<file path="src/rtl/apb_regs_arbiter.sv">
// apb_regs_arbiter
// Shares one APB master port between NoReq request/response clients using
// round-robin arbitration. Each accepted request becomes one full APB
// SETUP/ACCESS transfer. The rdata and slverr of that transfer are returned
// to the client that owned it. A watchdog ends any transfer whose slave
// never raises pready.
//
// Ports:
//   pclk_i, preset_i    clock and synchronous active-high reset
//   req_valid_i         per-client request valid
//   req_ready_o         one-hot accept pulse (combinational, IDLE only)
//   req_write_i         per-client write flag
//   req_addr_i          packed per-client address
//   req_wdata_i         packed per-client write data
//   req_strb_i          packed per-client write strobes
//   rsp_valid_o         one-hot response pulse to the owning client
//   rsp_rdata_o         shared response data, zero outside a response
//   rsp_slverr_o        shared response error, zero outside a response
//   paddr_o, pwrite_o, pwdata_o, pstrb_o, psel_o, penable_o
//                       registered APB master outputs
//   prdata_i, pready_i, pslverr_i
//                       APB slave return signals

module apb_regs_arbiter #(
   parameter int NoReq         = 3,
   parameter int AddrWidth     = 32,
   parameter int DataWidth     = 32,
   parameter int TimeoutCycles = 16,
   localparam int StrbWidth    = (DataWidth + 7) / 8
) (
   input  logic                       pclk_i,
   input  logic                       preset_i,
   input  logic [NoReq-1:0]           req_valid_i,
   output logic [NoReq-1:0]           req_ready_o,
   input  logic [NoReq-1:0]           req_write_i,
   input  logic [NoReq*AddrWidth-1:0] req_addr_i,
   input  logic [NoReq*DataWidth-1:0] req_wdata_i,
   input  logic [NoReq*StrbWidth-1:0] req_strb_i,
   output logic [NoReq-1:0]           rsp_valid_o,
   output logic [DataWidth-1:0]       rsp_rdata_o,
   output logic                       rsp_slverr_o,
   output logic [AddrWidth-1:0]       paddr_o,
   output logic                       pwrite_o,
   output logic [DataWidth-1:0]       pwdata_o,
   output logic [StrbWidth-1:0]       pstrb_o,
   output logic                       psel_o,
   output logic                       penable_o,
   input  logic [DataWidth-1:0]       prdata_i,
   input  logic                       pready_i,
   input  logic                       pslverr_i
);

   localparam int IdxWidth = (NoReq > 1) ? $clog2(NoReq) : 1;
   localparam int CntWidth = (TimeoutCycles > 1) ? $clog2(TimeoutCycles) : 1;
   localparam bit WdEnable = (TimeoutCycles > 0);
   localparam logic [CntWidth-1:0] WdLast =
      (TimeoutCycles > 0) ? CntWidth'(TimeoutCycles - 1) : '0;
   localparam logic [IdxWidth-1:0] LastIdx = IdxWidth'(NoReq - 1);

   typedef enum logic [1:0] {
      Idle,
      Setup,
      Access
   } stateT;

   stateT               state;
   stateT               stateNext;
   logic [IdxWidth-1:0] rrPtr;
   logic [IdxWidth-1:0] owner;
   logic [IdxWidth-1:0] ownerInc;
   logic [IdxWidth-1:0] winIdx;
   logic [IdxWidth-1:0] scanIdx;
   logic                anyValid;
   logic                accept;
   logic                complete;
   logic                abort;
   logic [CntWidth-1:0] wdCount;

   // Round-robin search. Client ids are scanned starting at the pointer and
   // wrap modulo NoReq. The first requesting client found wins. Clients that
   // drop valid before they are accepted are simply passed over.
   always_comb begin
      winIdx   = '0;
      anyValid = 1'b0;
      scanIdx  = '0;
      for (int k = 0; k < NoReq; k++) begin
         scanIdx = IdxWidth'((int'(rrPtr) + k) % NoReq);
         if (!anyValid && req_valid_i[scanIdx]) begin
            anyValid = 1'b1;
            winIdx   = scanIdx;
         end
      end
   end

   // After a transfer ends, the pointer moves to the client just after the
   // owner. This keeps any client that requests continuously within NoReq
   // grants of service. With a single client it always wraps back to 0.
   always_comb begin
      ownerInc = (owner == LastIdx) ? '0 : owner + IdxWidth'(1);
   end

   // Next-state and decode logic. The accept pulse is combinational and only
   // appears in IDLE. It is held off while reset is asserted, so a client
   // never sees a grant that the reset then discards. ACCESS ends on pready.
   // It also ends when the watchdog reaches its last permitted cycle.
   always_comb begin
      stateNext   = state;
      accept      = 1'b0;
      complete    = 1'b0;
      abort       = 1'b0;
      req_ready_o = '0;
      unique case (state)
         Idle: begin
            if (anyValid && !preset_i) begin
               accept              = 1'b1;
               req_ready_o[winIdx] = 1'b1;
               stateNext           = Setup;
            end
         end
         Setup: begin
            stateNext = Access;
         end
         Access: begin
            if (pready_i) begin
               complete  = 1'b1;
               stateNext = Idle;
            end else if (WdEnable && (wdCount == WdLast)) begin
               abort     = 1'b1;
               stateNext = Idle;
            end
         end
         default: begin
            stateNext = Idle;
         end
      endcase
   end

   // State register with synchronous reset.
   always_ff @(posedge pclk_i) begin
      if (preset_i) begin
         state <= Idle;
      end else begin
         state <= stateNext;
      end
   end

   // Datapath registers. The winner's payload is captured straight into the
   // APB output registers. That way SETUP already presents it and it stays
   // frozen through ACCESS. Response outputs are cleared by default every
   // cycle, so each response is exactly one pulse. A reset clears everything.
   // This also discards any transfer in flight without sending a response.
   always_ff @(posedge pclk_i) begin
      if (preset_i) begin
         rrPtr        <= '0;
         owner        <= '0;
         wdCount      <= '0;
         psel_o       <= 1'b0;
         penable_o    <= 1'b0;
         paddr_o      <= '0;
         pwrite_o     <= 1'b0;
         pwdata_o     <= '0;
         pstrb_o      <= '0;
         rsp_valid_o  <= '0;
         rsp_rdata_o  <= '0;
         rsp_slverr_o <= 1'b0;
      end else begin
         rsp_valid_o  <= '0;
         rsp_rdata_o  <= '0;
         rsp_slverr_o <= 1'b0;

         if (accept) begin
            owner     <= winIdx;
            paddr_o   <= req_addr_i[winIdx*AddrWidth +: AddrWidth];
            pwrite_o  <= req_write_i[winIdx];
            pwdata_o  <= req_wdata_i[winIdx*DataWidth +: DataWidth];
            pstrb_o   <= req_strb_i[winIdx*StrbWidth +: StrbWidth];
            psel_o    <= 1'b1;
            penable_o <= 1'b0;
            wdCount   <= '0;
         end

         if (state == Setup) begin
            penable_o <= 1'b1;
         end

         if (state == Access) begin
            if (complete) begin
               psel_o              <= 1'b0;
               penable_o           <= 1'b0;
               rsp_valid_o[owner]  <= 1'b1;
               rsp_slverr_o        <= pslverr_i;
               rsp_rdata_o         <= pwrite_o ? '0 : prdata_i;
               rrPtr               <= ownerInc;
               wdCount             <= '0;
            end else if (abort) begin
               psel_o              <= 1'b0;
               penable_o           <= 1'b0;
               rsp_valid_o[owner]  <= 1'b1;
               rsp_slverr_o        <= 1'b1;
               rsp_rdata_o         <= '0;
               rrPtr               <= ownerInc;
               wdCount             <= '0;
            end else begin
               wdCount <= wdCount + CntWidth'(1);
            end
         end
      end
   end

endmodule

</file>
<file path="config.mk">
export PLATFORM = sky130hd
export DESIGN_NAME = apb_regs_arbiter
export DESIGN_NICKNAME = d
export VERILOG_FILES = /design/src/rtl/apb_regs_arbiter.sv
export SDC_FILE = /design/constraint.sdc
export NUM_CORES = 1
export LEC_CHECK = 0
export ABC_AREA = 1
export CAP_MARGIN = 20
export CELL_PAD_IN_SITES_DETAIL_PLACEMENT = 1
export CELL_PAD_IN_SITES_GLOBAL_PLACEMENT = 2
export CORE_MARGIN = 2
export CORE_UTILIZATION = 17
export CTS_CLUSTER_SIZE = 14
export DETAILED_ROUTE_END_ITERATION = 8
export GPL_ROUTABILITY_DRIVEN = 0
export PLACE_DENSITY = 0.87
export SETUP_SLACK_MARGIN = 0.5
export SKIP_CTS_REPAIR_TIMING = 1
export SYNTH_ARGS = -nofsm -noshare
export SYNTH_HDL_FRONTEND = slang
export SYNTH_SLANG_ARGS = --single-unit
</file>
<file path="constraint.sdc">
create_clock -name pclk_i -period 2.2 [get_ports pclk_i]
set_input_delay 0.55 -clock pclk_i [delete_from_list [all_inputs] [get_ports pclk_i]]
set_output_delay 0.55 -clock pclk_i [all_outputs]
set_load 0.01 [all_outputs]
</file>
==> impl_metrics.py <==
metrics = {
    "run_status": {
        "outcome": "finished with violations",
        "violations": "negative setup slack",
    },
    "synthesis": {
        "yosys-mux-area-fraction_pct": 0,
        "synthAdderAreaFrac_pct": 0.9696,
        "synth_simple_gate_area_share_pct": 36.26,
        "synth_edf_count": 0,
        "synth-main-ff-cell": "dfxtp_1",
        "synthesis.area_per_instance_um2": 6.277,
        "syn-cell-area_mm2": 0.006452,
        "synthesis.nets": 1279,
        "synth_warnings": 0,
        "dominant_combinational_cell_family_by_area_after_synthesis": "simple AND/OR/NAND/NOR gates",
        "synth-xor-area-share_pct": 0,
        "synth_compound_gate_area_share_pct": 7.466,
        "async_reset_ff_share_pct": 0,
        "synth.distinct_cells": 30,
        "netlist_instances": 1028,
        "postSynthRegisterBits": 117,
        "ys_seq_area_share_pct": 36.30,
    },
    "power": {
        "p_seq_share_pct": 29.1,
        "power.switching_fraction_pct": 32.71,
        "vdd_drop_max_v": 0.0005464,
        "pwr_density_cell_mw_per_mm2": 666.0,
        "power.static_leakage_nw": 7.192,
        "switchingPower_mw": 2.684,
        "power.share.clock_pct": 38.4,
        "total_power_mw": 8.207,
        "cellInternalPower_mw": 5.523,
        "p_comb_share_pct": 32.5,
    },
    "critical_path": {
        "worst_setup_path_end_kind": "output pin",
        "path_max_fanout": 5,
        "path_cells": "inv_4 -> ha_4 -> inv_4 -> nand3_4 -> nand2_4 -> inv_2 -> buf_6 -> nand4_4 -> nand2_4 -> nor3_4 -> buf_6",
        "r2r_start": "rrPtr[0]",
        "cp-startpoint": "rrPtr[0]",
        "worst-setup-path-type": "flip-flop to output pin",
        "critPathRequiredTime_ns": 1.65,
        "slowest_delay_ns": 0.38,
        "arrival_ns": 2.05,
        "cp_slowest_cell": "dfxtp_4",
        "crit_path_start_kind": "flip-flop",
    },
    "die": {
        "die_area_mm2": 0.03953,
        "rows": 71,
        "core_area_mm2": 0.03749,
        "vertical_extent_of_the_die_um": 198.8,
        "floorplan.io_pins": 356,
        "initial_core_util_pct": 17.21,
        "die-width_um": 198.8,
    },
    "timing": {
        "final_min_period_over_clock_period_pct": 118.1,
        "setup_failing_eps_final": 56,
        "worst-slew-pin-transition_ns": 0.6920,
        "headroom_to_the_max_slew_limit_pct": 53.87,
        "max_freq_mhz": 385.0,
        "finalHoldViolations": 0,
        "finalClockSkew_ns": 0.009978,
        "final.setup.worst_slack_ns": -0.3972,
        "rsz_0062_raised_after_global_routing": "true",
        "min_period_ns": 2.597,
        "final_max_slew_viol_count": 0,
    },
    "route": {
        "wl_per_cell_um": 18.56,
        "drt_first_pass_iters": 4,
        "detail_route.drc_violations": 0,
        "route.vias.total": 8125,
        "totalWireLength_mm": 35.61,
        "antenna_left": 0,
        "route.detailed.vias_per_inst": 4.234,
        "drt_iter0_markers": 250,
    },
    "final_layout": {
        "layout.cells.non_filler": 1919,
        "layout-drive-gt1-share_pct": 13.53,
        "commonest_non_fill_non_tap_cell_in_the_layout": "clkdlybuf4s50_1",
        "final_cell_area_mm2": 0.01232,
        "flow.area_growth_from_synthesis_pct": 90.96,
        "mostFrequentLayoutCells": "244 x clkdlybuf4s50_1, 226 x nand2_1, 194 x inv_1",
        "finalNetCount": 1642,
    },
    "place": {
        "detailed_place.area_mm2": 0.01065,
        "numPortBuffers": 355,
        "detailedPlacementHpwl_mm": 21.67,
        "post-place-cells": 1857,
    },
    "global_routing": {
        "globalRoute.totalOverflow": 0,
        "total_global_routing_track_utilization_pct": 15.85,
        "grt_max_degree": 83,
        "antenna_found_initial": 4,
        "global_route_wire_length_before_repair_mm": 47.08,
        "first_global_vias": 8336,
    },
    "clocking": {
        "htree_levels": 4,
        "tritoncts_num_sinks": 117,
        "root_buffer_cell": "clkbuf_16",
        "bufs_on_longest_clock_path": 2,
        "tritoncts": "yes",
        "clk_latency_ns": 0.44,
        "cts.reportedPaths.clkPinSlew_ns": 0.06,
        "cts_made_buffers": 17,
    },
    "job": {
        "maxCapViolations": 0,
    },
    "hold_path": {
        "hold_path_startpoint": "penable_o",
        "timing.hold.worst.class": "flip-flop to flip-flop",
    },
}
critical path, delay by kind of cell (launching register included):
family | cells | cell delay, ns
flip-flops | 1 | 0.38
buffers and inverters | 5 | 0.44
AND/OR/NAND/NOR | 5 | 0.52
adder cells (fa/ha/maj) | 1 | 0.27
synthesized netlist by cell type (5+ instances only):
cell type	count	area, µm²
clkbuf_1	21	78.83
o21ai_1	11	55.05
inv_1	197	739.5
a21oi_1	63	315.3
ha_1	5	62.56
dfxtp_1	117	2342
buf_4	12	90.09
nand2_1	235	882.1
buf_2	26	130.1
inv_2	39	146.4
nand4_1	60	375.4
nor2_1	64	240.2
nand3_1	142	710.7
a21oi_2	6	52.55
power groups by stage:
stage | Sequential [mW] | Clock (mW) | Combinational, mW
floorplan | 2.51 | 0 | 1.03
global placement | 2.43 | 0 | 2.23
detailed placement | 2.45 | 0 | 2.26
CTS | 2.40 | 3.24 | 2.27
global route | 2.41 | 3.31 | 2.89
finish | 2.39 | 3.15 | 2.67
stage by stage:
| stage | setup TNS, ns | util, % | worst slack (ns) | hold WS, ns |
|---|---|---|---|---|
| floorplan | 0 | - | 0.1214 | 0.4366 |
| global placement | -62.28 | 28.41 | -1.049 | 0.4632 |
| detailed placement | -63.21 | 28.41 | -1.015 | 0.4710 |
| CTS | -29.44 | 30.11 | -0.9504 | 0.4852 |
| global route | -15.22 | 32.86 | -0.5045 | 0.5005 |
| finish | -3.143 | 32.87 | -0.3972 | 0.4704 |
per-layer routing:
layer / routed length, µm / global-route usage [%]
met1: 14120 / 16.91
met2: 17680 / 28.45
met3: 2698 / 5.256
met4: 1109 / 6.855
met5: 0 / 0
cell families (layout without fill, tap and decap cells):
family,Yosys count,in the layout
compound gates,89,89
fa+ha+maj,5,5
buf+inv,302,677
flops,117,117
other cells,0,4
simple gates,515,516
flip-flops by register name (all words and copies together), names as in the netlist:
name          count
paddr_o          32
pwdata_o         32
rsp_rdata_o      32
pstrb_o           4
wdCount           4
rsp_valid_o       3
owner             2
rrPtr             2
state             2
penable_o         1
psel_o            1
pwrite_o          1
rsp_slverr_o      1
final timing paths:
kind,to,slack [ns],cells past startpoint
hold / removal,penable_o,0.47,2
hold reg to reg,penable_o,0.47,2
setup reg to reg,paddr_o[13],-0.16,13
setup / recovery,req_ready_o[0],-0.40,11
cell type report:
cell class	instances	area, µm²
fillers	4546	25170
repair buffers	408	4651
multi-input cells	610	3131
inverters	237	904.6
flip-flops and latches	117	2350
well taps	511	639.4
diodes	4	10.01
clock inverters	14	197.7
clock buffers	18	439.2
Power figures use the tool's default switching activity.
